==> src/rtl/hood_mode_if.sv <==
// hood_mode_if: request and status bundle between the hood controls and the mode sequencer.
`default_nettype none

interface hood_mode_if #(
  parameter int CNT_W = 8
);
  logic             power_on;
  logic             menu_req;
  logic             lvl1_req;
  logic             lvl2_req;
  logic             lvl3_req;
  logic             clean_req;
  logic [2:0]       mode_state;
  logic [CNT_W-1:0] countdown;
  logic             hurricane_used;
  logic             menu_latched;
  logic             clean_done;

  modport master (
    output power_on, menu_req, lvl1_req, lvl2_req, lvl3_req, clean_req,
    input  mode_state, countdown, hurricane_used, menu_latched, clean_done
  );

  modport slave (
    input  power_on, menu_req, lvl1_req, lvl2_req, lvl3_req, clean_req,
    output mode_state, countdown, hurricane_used, menu_latched, clean_done
  );
endinterface

`default_nettype wire

==> src/rtl/hood_mode_sequencer.sv <==
// hood_mode_sequencer: range-hood fan-mode FSM with hurricane and self-clean countdowns on the 1 Hz tick.
`default_nettype none

module hood_mode_sequencer #(
  parameter int HURRICANE_SEC = 60,
  parameter int CLEAN_SEC     = 180,
  parameter int CNT_W         = 8
) (
  input  logic         clk_1hz,
  input  logic         rst,
  hood_mode_if.slave   bus
);

  typedef enum logic [2:0] {
    S_STANDBY   = 3'b000,
    S_L1        = 3'b001,
    S_L2        = 3'b010,
    S_HURRICANE = 3'b011,
    S_CLEAN     = 3'b100,
    S_OFF       = 3'b111
  } state_t;

  localparam logic [CNT_W-1:0] c_HURRICANE = CNT_W'(HURRICANE_SEC);
  localparam logic [CNT_W-1:0] c_CLEAN     = CNT_W'(CLEAN_SEC);
  localparam logic [CNT_W-1:0] c_ONE       = CNT_W'(1);
  localparam logic [CNT_W-1:0] c_ZERO      = '0;

  state_t           r_state;
  logic [CNT_W-1:0] r_cnt;
  logic             r_used;
  logic             r_latched;
  logic             r_done;

  always_ff @(posedge clk_1hz or negedge rst) begin
    if (!rst) begin
      r_state   <= S_OFF;
      r_cnt     <= c_ZERO;
      r_used    <= 1'b0;
      r_latched <= 1'b0;
      r_done    <= 1'b0;
    end else begin
      r_done <= 1'b0;
      if (!bus.power_on) begin
        r_state   <= S_OFF;
        r_cnt     <= c_ZERO;
        r_used    <= 1'b0;
        r_latched <= 1'b0;
      end else begin
        case (r_state)
          S_OFF: r_state <= S_STANDBY;

          // Menu outranks everything but has nothing to do in standby.
          S_STANDBY: begin
            if (bus.menu_req) begin
              r_state <= S_STANDBY;
            end else if (bus.clean_req) begin
              r_state <= S_CLEAN;
              r_cnt   <= c_CLEAN;
            end else if (bus.lvl3_req && !r_used) begin
              r_state   <= S_HURRICANE;
              r_cnt     <= c_HURRICANE;
              r_used    <= 1'b1;
              r_latched <= 1'b0;
            end else if (bus.lvl2_req) begin
              r_state <= S_L2;
            end else if (bus.lvl1_req) begin
              r_state <= S_L1;
            end
          end

          S_L1, S_L2: begin
            if (bus.menu_req) begin
              r_state <= S_STANDBY;
            end else if (bus.lvl3_req && !r_used) begin
              r_state   <= S_HURRICANE;
              r_cnt     <= c_HURRICANE;
              r_used    <= 1'b1;
              r_latched <= 1'b0;
            end else if (bus.lvl2_req) begin
              r_state <= S_L2;
            end else if (bus.lvl1_req) begin
              r_state <= S_L1;
            end
          end

          // Menu only arms the exit target; the hurricane always runs to completion.
          S_HURRICANE: begin
            if (bus.menu_req) begin
              r_latched <= 1'b1;
            end
            if (r_cnt <= c_ONE) begin
              r_state <= (r_latched || bus.menu_req) ? S_STANDBY : S_L2;
              r_cnt   <= c_ZERO;
            end else begin
              r_cnt <= r_cnt - c_ONE;
            end
          end

          S_CLEAN: begin
            if (bus.menu_req) begin
              r_state <= S_STANDBY;
              r_cnt   <= c_ZERO;
            end else if (r_cnt <= c_ONE) begin
              r_state <= S_STANDBY;
              r_cnt   <= c_ZERO;
              r_done  <= 1'b1;
            end else begin
              r_cnt <= r_cnt - c_ONE;
            end
          end

          default: begin
            r_state <= S_OFF;
            r_cnt   <= c_ZERO;
          end
        endcase
      end
    end
  end

  assign bus.mode_state     = r_state;
  assign bus.countdown      = r_cnt;
  assign bus.hurricane_used = r_used;
  assign bus.menu_latched   = r_latched;
  assign bus.clean_done     = r_done;

endmodule

`default_nettype wire

==> src/flat_wrapper.sv <==
// flat-port wrapper written by rule: the top's interface ports become plain ports
module hood_mode_sequencer_flat 
#(
  parameter int HURRICANE_SEC = 60,
  parameter int CLEAN_SEC     = 180,
  parameter int CNT_W         = 8
)
  (clk_1hz, rst, bus_power_on, bus_menu_req, bus_lvl1_req, bus_lvl2_req, bus_lvl3_req, bus_clean_req, bus_mode_state, bus_countdown, bus_hurricane_used, bus_menu_latched, bus_clean_done);
  hood_mode_if #(.CNT_W(CNT_W)) bus_i ();
  input  logic clk_1hz;
  input  logic rst;
  input wire logic [$bits(bus_i.power_on)-1:0] bus_power_on;
  input wire logic [$bits(bus_i.menu_req)-1:0] bus_menu_req;
  input wire logic [$bits(bus_i.lvl1_req)-1:0] bus_lvl1_req;
  input wire logic [$bits(bus_i.lvl2_req)-1:0] bus_lvl2_req;
  input wire logic [$bits(bus_i.lvl3_req)-1:0] bus_lvl3_req;
  input wire logic [$bits(bus_i.clean_req)-1:0] bus_clean_req;
  output wire logic [$bits(bus_i.mode_state)-1:0] bus_mode_state;
  output wire logic [$bits(bus_i.countdown)-1:0] bus_countdown;
  output wire logic [$bits(bus_i.hurricane_used)-1:0] bus_hurricane_used;
  output wire logic [$bits(bus_i.menu_latched)-1:0] bus_menu_latched;
  output wire logic [$bits(bus_i.clean_done)-1:0] bus_clean_done;
  assign bus_i.power_on = bus_power_on;
  assign bus_i.menu_req = bus_menu_req;
  assign bus_i.lvl1_req = bus_lvl1_req;
  assign bus_i.lvl2_req = bus_lvl2_req;
  assign bus_i.lvl3_req = bus_lvl3_req;
  assign bus_i.clean_req = bus_clean_req;
  assign bus_mode_state = bus_i.mode_state;
  assign bus_countdown = bus_i.countdown;
  assign bus_hurricane_used = bus_i.hurricane_used;
  assign bus_menu_latched = bus_i.menu_latched;
  assign bus_clean_done = bus_i.clean_done;
  hood_mode_sequencer #(.HURRICANE_SEC(HURRICANE_SEC), .CLEAN_SEC(CLEAN_SEC), .CNT_W(CNT_W)) u_core (.clk_1hz(clk_1hz), .rst(rst), .bus(bus_i));
endmodule
==> config.mk <==
export PLATFORM = sky130hd
export DESIGN_NAME = hood_mode_sequencer_flat
export DESIGN_NICKNAME = d
export VERILOG_FILES = /design/src/rtl/hood_mode_if.sv /design/src/rtl/hood_mode_sequencer.sv /design/src/flat_wrapper.sv
export SDC_FILE = /design/constraint.sdc
export NUM_CORES = 1
export LEC_CHECK = 0
export BUFFER_PORTS_ARGS = -buffer_cell sky130_fd_sc_hd__buf_4
export CORE_AREA = 2 2 45 47
export DETAILED_ROUTE_END_ITERATION = 16
export DIE_AREA = 0 0 47 49
export PLACE_DENSITY = 0.82
export SLEW_MARGIN = 20
export SYNTH_ARGS = -nofsm -noshare
export SYNTH_HDL_FRONTEND = slang
export SYNTH_SLANG_ARGS = --single-unit
==> constraint.sdc <==
create_clock -name clk_1hz -period 6.1 [get_ports clk_1hz]
set_clock_uncertainty 0.2 [all_clocks]
set_input_delay 1.22 -clock clk_1hz [delete_from_list [all_inputs] [get_ports clk_1hz]]
set_output_delay 1.22 -clock clk_1hz [all_outputs]
set_load 0.01 [all_outputs]
# [Word level (Yosys, flattened, before mapping)]
# Cells that the tools add are included.
# Widths: inputs -> output; s select.
[word_totals] reg_bits=14 inputBits=8 out_inout_bits=14 word_cells=67
[op_classes] addsub=1 magnitude_cmp=1 n_eq_ne=14 muxes=37 reduce_logical=9
[ops] operator="$mux 8" n=7
[ops] operator="$pmux 8 s5" n=1
[ops] operator="$mux 3" n=10
[ops] operator="$mux 1" n=15
[ops] operator="$pmux 3 s5" n=1
[ops] operator="$ne 3x3->1 const B" n=4
[ops] operator="$le 8x1->1 const B" n=1
[ops] operator="$sub 8x1->8 const B" n=1
[ops] operator="$eq 3x2->1 const B" n=2
[ops] operator="$eq 3x3->1 const B" n=2
[ops] operator="$reduce_and 5->1" n=1
[ops] operator="$ne 4x1->1 const B" n=1
[ops] operator="$ne 4x3->1 const B" n=1
[ops] operator="$reduce_and 4->1" n=1
[ops] operator="$eq 3x1->1 const B" n=1
[ops] operator="$logic_not 3->1" n=1
[ops] operator="$ne 3x1->1 const B" n=1
[ops] operator="$ne 3x2->1 const B" n=1
[ops] operator="$pmux 1 s3" n=1
[ops] operator="$reduce_and 3->1" n=1
[ops] operator="$mux 2" n=1
[ops] operator="$ne 2x2->1 const B" n=1
[ops] operator="$pmux 1 s2" n=1
[ops] operator="$reduce_and 2->1" n=1
[ops] operator="4 further kinds" n=4

# [Depth between registers and ports, before layout]
[logic_depth] depth_word=7 depth_mapped=7 ltp_nobuf=7

# [Worst setup path after synthesis]
# OpenSTA, ideal clock, no wires.
[synth_timing] kind="input port to flip-flop" start="input bus_menu_req" end="register u_core.r_cnt[6], in the netlist u_core.bus.countdown[6]" setup_ps=68 arrival_time_ps=2495 required_ps=5832 slack_ps=3337 path_stages=6 path_buffers=1 cell_sequence="clkbuf_1 > nor4b_1 > o21bai_1 > nor3b_2 > a22o_1 > a32o_1"
[synth_via] elab_chain_cells=3 elab_cells_between_ends=6 classes_between="eq/ne (2); mux (3); reduce/logical (1)"
[synth_rtl] item="start: declaration" line_no="flat_wrapper.sv:13" rtl="input wire logic [$bits(bus_i.menu_req)-1:0] bus_menu_req;"
[synth_rtl] item="$mux 8" line_no="hood_mode_sequencer.sv:100" rtl="if (bus.menu_req) begin"
[synth_rtl] item="$pmux 8 s5" line_no="hood_mode_sequencer.sv:49" rtl="case (r_state)"
[synth_rtl] item="$mux 8" line_no="hood_mode_sequencer.sv:43" rtl="if (!bus.power_on) begin"
[synth_rtl] item="end signal: assignment" line_no="hood_mode_sequencer.sv:45" rtl="r_cnt <= c_ZERO;"
[synth_rtl] item="end signal: assignment" line_no="hood_mode_sequencer.sv:102" rtl="r_cnt <= c_ZERO;"
[synth_rtl] item="end signal: assignment" line_no="hood_mode_sequencer.sv:105" rtl="r_cnt <= c_ZERO;"
[synth_rtl] item="end: declaration" line_no="hood_mode_sequencer.sv:29" rtl="logic [CNT_W-1:0] r_cnt;"
# Several ways; a longest one is shown, not always the timed one.
# A chain may end at the register's enable or synchronous reset.

# [Final worst setup path]
# Ends and elaborated chain as after synthesis.

==> out/summary.txt <==
Die area: 2300 um2
Via Count: 953
Relative slew slack: 0.682
CTS root buffer: clkbuf_4
Setup-failing EPs final: 0
Num ports: 22
CP arrival: 2.65 ns
CTS max path bufs: 2
Crit share post-route: 0.430
WL/cell: 14.4 um
Cells after Synth: 119
Inserted Clock Buffers: 3
Post-synthesis area per instance: 8.44 um2
Vias in the first global route: 913
Area delta synth->final: 19.2%
Die X: 47 um
Post-CTS Setup Bufs: 0
Drt total wl: 2380 um
First-pass GRT wire length: 3970 um
DRT Pass-1 Iters: 4
Startpoint Class: input port
DP Wirelength: 1770 um
Top FF cell, synth: dfrtp_1
Drt drc: 0
Peak VDD IR: 0.194 mV
Largest fanout on the critical path: 11
Hold buffers post-CTS: 0
Power Dens Cells: 361 nW/um2
Seq cells post-synth: 14
Synth top area cells: dfrtp_1 (27%), dfstp_2 (7.8%), a21oi_1 (4.0%)
Pin count of the biggest net entering global routing: 15
Total grt overflow: 0
Clock slew at reported path FFs: 0.09 ns
Pleak: 0.530 nW
Synth top cells by count: dfrtp_1 (11), nor2_1 (10), a21oi_1 (8)
Setup TNS: 0 ns
Share of layout cells above drive strength 1: 0.232
Initial antenna violation count: 0
DR vias/cell: 5.78
Min Tclk post-route: 2.62 ns
Count of different cell masters after synthesis: 44
Synth top area share: 0.274
Site Rows: 16
Slew Viols, Final: 0
Starting Density: 0.546
Synthesis Warnings: 0
Die H: 49 um
Synth async-reset ratio: 1.00
Syn nets: 129
Worst R2R Setup Slack: 3.88 ns
CTS sink cnt: 14
PortBufs: 21
H-tree depth: 1
Drt initial violations: 25
Setup CP Type: input port to flip-flop
Mapped Area: 1000 um2
Register Area: 354 um2
RePlAce Congestion: 0.893
RSZ-0062 raised after global routing: no
CTS tree: done
Required time of the critical path: 6.13 ns
Hold Crit Class: flip-flop to flip-flop
CP Capture Type: flip-flop
Sequential fraction of the synthesis area: 0.352
Final #Nets: 149
Status: completed
Yosys top cell by area: dfrtp_1
Routed Antenna Nets: 0
Final hold vios: 0
Slew @ Worst Pin: 0.477 ns
Filler cells: 159
Most common cell in the netlist: dfrtp_1
EDFF count, synth: 0
Fmax: 381 MHz
CTS resizes: 0
All-Layer GR Usage: 0.234
Core Area: 1840 um2
Maximum Capacitance Violations: 0
Worst skew pair latency: 0.28 ns
Antenna diode count: 0
Area of the multi-input gates: 599 um2
Post-layout util: 0.650
[flip-flops by register name (all words and copies together) (netlist names)]
| register | cells |
|---|---|
| u_core.bus.clean_done | 1 |
| u_core.bus.hurricane_used | 1 |
| u_core.bus.countdown | 8 |
| u_core.bus.mode_state | 3 |
| u_core.bus.menu_latched | 1 |
[stage by stage]
stage                     cell area [um2]  power (mW)  hold slack (ns)  cells  setup WS (ns)
final                                1200       0.433            0.320    165           3.48
after detailed placement             1170       0.379            0.308    161           3.19
after global placement               1170       0.371            0.291    161           3.25
after global routing                 1200       0.469            0.358    165           3.31
after CTS                            1200       0.435            0.326    165           3.49
after floorplan                      1000       0.313            0.342    119           3.34
[placed cells by master (no fill, tap or decap), drive strengths merged, types with 4 or more instances in the layout]
| cell type | count |
|---|---|
| a21oi | 8 |
| buf | 21 |
| clkbuf | 4 |
| dfrtp | 11 |
| inv | 7 |
| nand2 | 7 |
| nand2b | 5 |
| nor2 | 10 |
| nor2b | 4 |
| o21a | 4 |
| o21ai | 11 |
[cell families after synthesis]
kind of cell             Yosys count  share of synthesized area
AND/OR/NAND/NOR                   47                      0.284
XOR/XNOR                           3                     0.0262
AO/OA/AOI/OAI                     40                      0.262
adder cells (fa/ha/maj)            2                     0.0249
buffers and inverters             13                     0.0510
flip-flops                        14                      0.352
[area by class of cell]
type / count / area share
multi-input combinational: 92 / 0.501
sequential: 14 / 0.296
timing repair buffer: 21 / 0.132
tap: 27 / 0.0282
clock buffer: 4 / 0.0219
inverter: 7 / 0.0219
[metal layers]
layer  part of all wire  track usage  wire length, um  vias up
met4              0.016       0.0972               37        0
met1               0.42        0.316              995      445
met2               0.50        0.372             1190       34
met5                  0            0                0        -
li1                   -            -                -      470
met3              0.064       0.0222              152        4
[path summary, 6_finish.rpt]
kind | from | end | depth (start not counted)
worst max register to register | u_core.bus.countdown[5] | u_core.bus.countdown[6] | 5
worst min register to register | u_core.bus.hurricane_used | u_core.bus.hurricane_used | 1
min in group asynchronous | rst | u_core.bus.menu_latched | 1
worst min-delay path | u_core.bus.hurricane_used | u_core.bus.hurricane_used | 1
worst max-delay path | bus_menu_req | u_core.bus.countdown[6] | 6
max in group asynchronous | rst | u_core.bus.mode_state[0] | 1
[worst max-delay path: stages]
cell	delay, ns
buf_4	0.15
nor4b_1	0.29
o21bai_1	0.21
nor3b_2	0.47
a22o_1	0.20
a32o_1	0.12
[where the power goes]
group	internal (mW)	switching, mW
clock network	0.0254	0.0301
logic	0.104	0.117
registers	0.116	0.0401
Note: power is estimated with default switching activity, not from simulation.
